<file path="src/rtl/dts_result_drain_pkg.sv">
// Shared definitions for the DTS result drain: FSM state encoding,
// default guard lengths and the row-index width helper.
package dts_result_drain_pkg;

  typedef enum logic [3:0] {
    IDLE,
    POLL,
    GUARD,
    WAIT_READY,
    HEADER,
    READ,
    CAPTURE,
    PRESENT,
    RESUME
  } drain_state_t;

  localparam int DEF_POLL_GUARD   = 3;
  localparam int DEF_RESUME_GUARD = 2;
  localparam int DEF_ROWS         = 3;

  // Width needed to index v items, never narrower than one bit.
  function automatic int clog2_min1(input int v);
    return (v > 1) ? $clog2(v) : 1;
  endfunction

  localparam int DEF_ROW_IDX_W = clog2_min1(DEF_ROWS);

endpackage

</file>
<file path="src/rtl/dts_guard_timer.sv">
// Loadable down-counter with a zero flag. Used to blank an input for a
// fixed number of cycles after an event; it parks at zero once expired.
module dts_guard_timer #(
  parameter int W = 2
) (
  input  logic         clk,
  input  logic         reset,
  input  logic         load,
  input  logic [W-1:0] value,
  output logic         zero
);

  logic [W-1:0] count;

  // Load takes priority; otherwise count down until zero.
  always_ff @(posedge clk) begin
    if (reset) begin
      count <= '0;
    end else if (load) begin
      count <= value;
    end else if (count != '0) begin
      count <= count - 1'b1;
    end
  end

  assign zero = (count == '0);

endmodule

</file>
<file path="src/rtl/dts_result_drain.sv">
// Drains one solution at a time from the DTS worker array: poll, wait for
// the result RAM, stream its rows out, then broadcast resume.
// Optional build macro DTS_DRAIN_HEADER_EN prefixes each solution with a
// header word carrying the number of solutions drained so far.
module dts_result_drain
  import dts_result_drain_pkg::*;
#(
  parameter int n            = 3,
  parameter int M            = 19,
  parameter int POLL_GUARD   = DEF_POLL_GUARD,
  parameter int RESUME_GUARD = DEF_RESUME_GUARD,
  parameter int CNT_W        = 16
) (
  input  logic                        clk,
  input  logic                        reset,
  input  logic                        run,
  input  logic                        doneAggregate,
  input  logic                        ready,
  output logic                        poll,
  output logic [clog2_min1(n)-1:0]    rowAddr,
  input  logic [M:0]                  row,
  output logic                        anotherOneBroadcast,
  output logic                        out_valid,
  input  logic                        out_ready,
  output logic [M:0]                  out_data,
  output logic                        out_last,
  output logic [CNT_W-1:0]            sol_count,
  output logic                        busy
);

  localparam int AW   = clog2_min1(n);
  localparam int MAXG = (POLL_GUARD > RESUME_GUARD) ? POLL_GUARD : RESUME_GUARD;
  localparam int GW   = clog2_min1(MAXG + 1);
  localparam logic [AW-1:0] LAST_IDX = AW'(n - 1);

  drain_state_t  state;
  logic [AW-1:0] r_idx;
  logic          poll_zero;
  logic          resume_zero;

  // Poll guard: loaded while poll is high, blanks ready until expiry.
  dts_guard_timer #(.W(GW)) u_poll_guard (
    .clk   (clk),
    .reset (reset),
    .load  (state == POLL),
    .value (GW'(POLL_GUARD)),
    .zero  (poll_zero)
  );

  // Resume guard: loaded during the resume pulse, blanks doneAggregate in IDLE.
  dts_guard_timer #(.W(GW)) u_resume_guard (
    .clk   (clk),
    .reset (reset),
    .load  (state == RESUME),
    .value (GW'(RESUME_GUARD)),
    .zero  (resume_zero)
  );

`ifdef DTS_DRAIN_HEADER_EN
  // Header word: solution count zero-extended or truncated to row width.
  logic [M:0] hdr_word;
  for (genvar gi = 0; gi < M + 1; gi++) begin : g_hdr
    if (gi < CNT_W) begin : g_cnt
      assign hdr_word[gi] = sol_count[gi];
    end else begin : g_zero
      assign hdr_word[gi] = 1'b0;
    end
  end
`endif

  // Drain sequencer with registered pulse, address and stream outputs.
  always_ff @(posedge clk) begin
    if (reset) begin
      state               <= IDLE;
      poll                <= 1'b0;
      anotherOneBroadcast <= 1'b0;
      rowAddr             <= '0;
      r_idx               <= '0;
      out_valid           <= 1'b0;
      out_data            <= '0;
      out_last            <= 1'b0;
      sol_count           <= '0;
    end else begin
      poll                <= 1'b0;
      anotherOneBroadcast <= 1'b0;
      case (state)
        IDLE: begin
          if (run && doneAggregate && resume_zero) begin
            poll  <= 1'b1;
            state <= POLL;
          end
        end
        POLL: state <= GUARD;
        GUARD: begin
          if (poll_zero) state <= WAIT_READY;
        end
        WAIT_READY: begin
          if (ready) begin
            r_idx   <= '0;
            rowAddr <= '0;
`ifdef DTS_DRAIN_HEADER_EN
            out_data  <= hdr_word;
            out_last  <= 1'b0;
            out_valid <= 1'b1;
            state     <= HEADER;
`else
            state     <= READ;
`endif
          end
        end
        HEADER: begin
          if (out_valid && out_ready) begin
            out_valid <= 1'b0;
            state     <= READ;
          end
        end
        READ: state <= CAPTURE;
        CAPTURE: begin
          // RAM output now reflects rowAddr presented during READ.
          out_data  <= row;
          out_last  <= (r_idx == LAST_IDX);
          out_valid <= 1'b1;
          state     <= PRESENT;
        end
        PRESENT: begin
          if (out_valid && out_ready) begin
            out_valid <= 1'b0;
            if (r_idx == LAST_IDX) begin
              sol_count           <= sol_count + 1'b1;
              anotherOneBroadcast <= 1'b1;
              state               <= RESUME;
            end else begin
              r_idx   <= r_idx + 1'b1;
              rowAddr <= r_idx + 1'b1;
              state   <= READ;
            end
          end
        end
        RESUME: state <= IDLE;
        default: state <= IDLE;
      endcase
    end
  end

  assign busy = (state != IDLE);

endmodule

</file>
<file path="config.mk">
export PLATFORM = sky130hd
export DESIGN_NAME = dts_result_drain
export DESIGN_NICKNAME = d
export VERILOG_FILES = /design/src/rtl/dts_result_drain_pkg.sv /design/src/rtl/dts_guard_timer.sv /design/src/rtl/dts_result_drain.sv
export SDC_FILE = /design/constraint.sdc
export NUM_CORES = 1
export LEC_CHECK = 0
export ABC_AREA = 1
export CORE_AREA = 10 10 81 83
export CTS_CLUSTER_SIZE = 12
export DETAILED_ROUTE_END_ITERATION = 12
export DIE_AREA = 0 0 91 93
export PLACE_DENSITY = 0.78
export SLEW_MARGIN = 40
export SYNTH_ARGS = -nofsm -noshare
export SYNTH_HDL_FRONTEND = slang
export SYNTH_SLANG_ARGS = --single-unit
export TNS_END_PERCENT = 5
</file>
<file path="constraint.sdc">
create_clock -name clk -period 1.6 [get_ports clk]
set_clock_uncertainty 0.05 [all_clocks]
set_input_delay 0.16 -clock clk [delete_from_list [all_inputs] [get_ports clk]]
set_output_delay 0.16 -clock clk [all_outputs]
set_load 0.01 [all_outputs]
</file>
# Word level (Yosys, flattened, before mapping)
# Index checks and enable logic that the tools add are counted.
# totals
regBits,50
inputBits,26
output_inout_bits,43
elab_cells,74
# op_classes
add_sub_neg,4
eq_ne,16
muxes,19
bitwise,3
reduce_logical,21
# op_table
cell,n
$pmux 4 s8,1
$mux 4,6
$add 16x1->16 const B,1
$eq 4x3->1 const B,4
$mux 2,7
$ne 2x2->1 const B,6
$reduce_bool 2->1,6
$eq 4x2->1 const B,2
$reduce_or 2->1,3
$reduce_and 5->1,1
$eq 4x1->1 const B,1
$eq 4x4->1 const B,1
$logic_not 2->1,2
$logic_not 4->1,1
$pmux 2 s2,1
$reduce_and 4->1,1
$reduce_bool 4->1,1
$sub 2x1->2 const B,2
$logic_and 1x1->1,3
$mux 1,3
$not 1->1,3
$reduce_and 3->1,1
$reduce_or 3->1,1
$add 2x1->2 const B,1
4 further kinds,4

# Longest topological paths before layout
# logic_depth
ltp_word,4
mapped_depth,11
depth_no_buf,11

# Modules after synthesis
# Synthesis repeated with hierarchy kept, for this count alone.
# hier_totals
hier_cells,332
hier_area_um2,2294.7
# by_module_without_submodules
module,instances,cells_per_inst,area_per_inst_um2,seq_area_each_um2
dts_result_drain,1,298,2067.0,920.9
dts_guard_timer,2,17,113.9,40.0

# Worst setup path after synthesis
# No wires, ideal clock.
# synth_timing
path_type,reg-to-reg
from,register r_idx[0]
to,register sol_count[8]
setup_ns,0.119
t_arrival_ns,1.283
required_ns,1.431
setup_slack_ns,0.148
stages_incl_launch_ff,10
path_buffers,0
synth_period_minus_slack_ns,1.452
path_cell_list,dfxtp_1 > inv_1 > ha_1 > inv_1 > nor2_1 > nand2_4 > nor2_2 > nand2_1 > o21ai_0 > a21oi_1
# synth_between
elab_chain_len,2
# synth_lines
item,line_no,source
"start, declared",dts_result_drain.sv:37,logic [AW-1:0] r_idx;
"start signal, assigned",dts_result_drain.sv:133,r_idx <= r_idx + 1'b1;
$eq 2x2->1,dts_result_drain.sv:128,if (r_idx == LAST_IDX) begin
$reduce_and 3->1 (no source line),n/a,
"end signal, assigned",dts_result_drain.sv:129,sol_count <= sol_count + 1'b1;
"end, declared",dts_result_drain.sv:27,"output logic [CNT_W-1:0] sol_count,"
# No other way between the ends.
# A chain may end at the register's enable or synchronous reset.

# Final worst setup path
# layout_timing
from,register sol_count[6]
to,output sol_count[6]
# No word-level cell between the ends.

==> impl_metrics.tcl <==
set metrics [dict create \
    status "finished clean" \
    path_max_fanout 5 \
    grt-ovfl-total 0 \
    max_slew.worst_pin.slew_ns 0.260 \
    core_mm2 0.00501 \
    drt_wl_total_um 5850 \
    holdPathStages 3 \
    synth_enable_flop_cells 0 \
    r2r_start "r_idx[0]$_SDFFE_PP0P_" \
    finalHoldViolations 0 \
    grt_antenna_before_repair 0 \
    synth-xor-area-share 0.00777 \
    initial_core_util 0.450 \
    vias 2178 \
    vias_per_cell 4.73 \
    htreeDepth 2 \
    fin_crit_sh 0.946 \
    synth_top_family_by_area "simple AND/OR/NAND/NOR gates" \
    ys_warn_count 0 \
    die_height_um 93 \
    die_w_um 91 \
    synthSimpleGateAreaFrac 0.328 \
    cp-start-kind "flop" \
    crit_path_cell_trace "clkdlybuf4s50_1" \
    synth_compound_area_frac 0.125 \
    grt_max_degree 34 \
    synthAdderAreaFrac 0.0167 \
    critPathCaptureType "output pin" \
    layout_commonest_cell "nor2_1" \
    syn_area_mm2 0.00225 \
    insertion_delay_ns 0.30 \
    wire_per_inst_um 12.7 \
    p_per_area_mw_per_mm2 867 \
    clk_path_buf_depth 2 \
    finalSetupViolations 0 \
    cts_tree "done" \
    max_stage_delay_ns 0.57 \
    place_hpwl_um 4490 \
    yosysUniqueCellTypes 28 \
    cts_inserted_buffers 5 \
    max_freq_mhz 661 \
    postSynthCellCount 313 \
    dieArea_mm2 0.00846 \
    cts_root_buf "clkbuf_8" \
    placed_area_mm2 0.00307 \
    hold_end "out_data[4]$_SDFFE_PP0P_" \
    core.rowCount 26 \
    nNetsFinal 418 \
    leakage_nw 1.42 \
    clock-sinks 50 \
    clk_pin_slew_ns 0.09 \
    min_period_ns 1.51 \
    grtUsageTotal 0.142 \
    hp-start "row[4]" \
    syn2layout_area_growth_pct 43.0 \
    ant_nets 0 \
    hold_class "in2reg" \
    r2r_setup_slack_ns 0.17 \
    ys_async_sr_fraction 0 \
    place_congestion 0.820 \
    startpoint "sol_count[6]$_SDFFE_PP0P_" \
    cts_setup_buffers 0 \
    fillCellCount 457 \
    worstPathRequired_ns 1.39 \
    cp.buffers_inverters 1 \
    ys.flop_type "dfxtp_1" \
    cp_slowest_cell "clkdlybuf4s50_1" \
    hold_slack_ns 0.380 \
    final_max_slew_viol_count 0 \
    yosysSeqAreaShare 0.444 \
    num_io_pins 69 \
    drtPass1Iterations 4 \
    drv_cap 0 \
    grt_setup_unrepaired "no" \
    grt_pass1_vias 2278 \
    route.detailed.drc 0 \
    r2r_cells 8 \
    timing_worst_setup_path_type "reg2out" \
    final_cell_mix "nor2_1 (70), clkdlybuf4s50_1 (67), nand2_1 (45)" \
    drt_iter0_drc 116 \
    critical_path.top_delay_family "buffers and inverters" \
    grt_pass1_wl_um 10300 \
    rr_endpoint "sol_count[11]$_SDFFE_PP0P_" \
    arrival_ns 1.30 \
    io_buffers 68 \
    stdcell_area_mm2 0.00322 \
    vdd_ir_drop_max_mv 0.500 \
    ys_ff_latch 50 \
    drive_gt1_frac 0.136 \
    syn-num-nets 342 \
    insertedDiodeCount 0 \
    p_total_mw 2.79 \
    muxShareOfSynthArea 0 \
    syn_avg_cell_area_um2 7.20 \
    tns_ns 0 \
    slew_headroom 0.826 \
]
per-layer routing:
layer | GRT usage | up-vias | share of wire
li1 | - | 1144 | -
met1 | 0.152 | 962 | 0.41
met2 | 0.234 | 66 | 0.46
met3 | 0.0871 | 6 | 0.12
met4 | 0.0366 | 0 | 0.0096
met5 | 0 | - | 0
final cells by class:
cell class,instances,area [µm²],area share
Timing Repair Buffer,78,767,0.238
Tap cell,70,87.6,0.0272
Clock inverter,1,8.76,0.00272
Multi-Input combinational cell,217,1110,0.345
Clock buffer,7,96.3,0.0299
Sequential cell,50,1010,0.313
Inverter,37,140,0.0435
state kept, by name, indices dropped and copies added, names as in the netlist:
signal / flops
anotherOneBroadcast: 1
state: 4
out_valid: 1
u_resume_guard.count: 2
r_idx: 2
out_last: 1
sol_count: 16
u_poll_guard.count: 2
poll: 1
out_data: 20
Yosys cell counts, types with 2 or more instances:
library cell / number / area share
nor2_1: 72 / 0.12
dfxtp_1: 50 / 0.44
nand2_1: 47 / 0.078
inv_1: 35 / 0.058
o21ai_0: 30 / 0.067
a21oi_1: 20 / 0.044
nand3_1: 9 / 0.020
nor2_2: 7 / 0.019
clkbuf_1: 5 / 0.0083
nor3_1: 5 / 0.011
nand2_4: 4 / 0.020
nand4_1: 4 / 0.011
buf_2: 3 / 0.0067
ha_1: 3 / 0.017
nand2_2: 3 / 0.0083
nor2_4: 2 / 0.010
nor2_8: 2 / 0.018
xor2_1: 2 / 0.0078
worst max path at each step:
stage / to / slack [ns] / cells after the start
floorplan: sol_count[8]$_SDFFE_PP0P_ / 0.15 / 9
global placement: sol_count[10]$_SDFFE_PP0P_ / -0.02 / 9
detailed placement: sol_count[11]$_SDFFE_PP0P_ / -0.07 / 9
CTS: sol_count[9] / 0.04 / 1
global route: busy / 0.01 / 5
finish: sol_count[6] / 0.09 / 1
through the flow:
step | util | cells | setup WS [ns]
3_3_place_gp | 0.613 | 452 | -0.0219
3_5_place_dp | 0.613 | 452 | -0.0719
2_1_floorplan | - | 313 | 0.148
6_report | 0.643 | 460 | 0.0863
4_1_cts | 0.636 | 460 | 0.0373
5_1_grt | 0.643 | 460 | 0.00968
what timing repair did:
action,CTS,global route
pin swaps,0,1
hold endpoints to repair,0,0
hold buffers,0,0
endpoints found under the setup margin,1,13
resized for setup,6,11
kinds of logic (layout without fill, tap and decap cells):
group / Yosys count / after routing
AO/OA/AOI/OAI: 54 / 54
adder cells (fa/ha/maj): 3 / 3
AND/OR/NAND/NOR: 158 / 158
XOR/XNOR: 2 / 2
buffers and inverters: 46 / 123
flip-flops: 50 / 50
report_power, final:
part	switching (mW)	internal [mW]
combinational	0.353	0.286
clock	0.421	0.397
sequential	0.0363	1.30
Power figures use the tool's default switching activity.
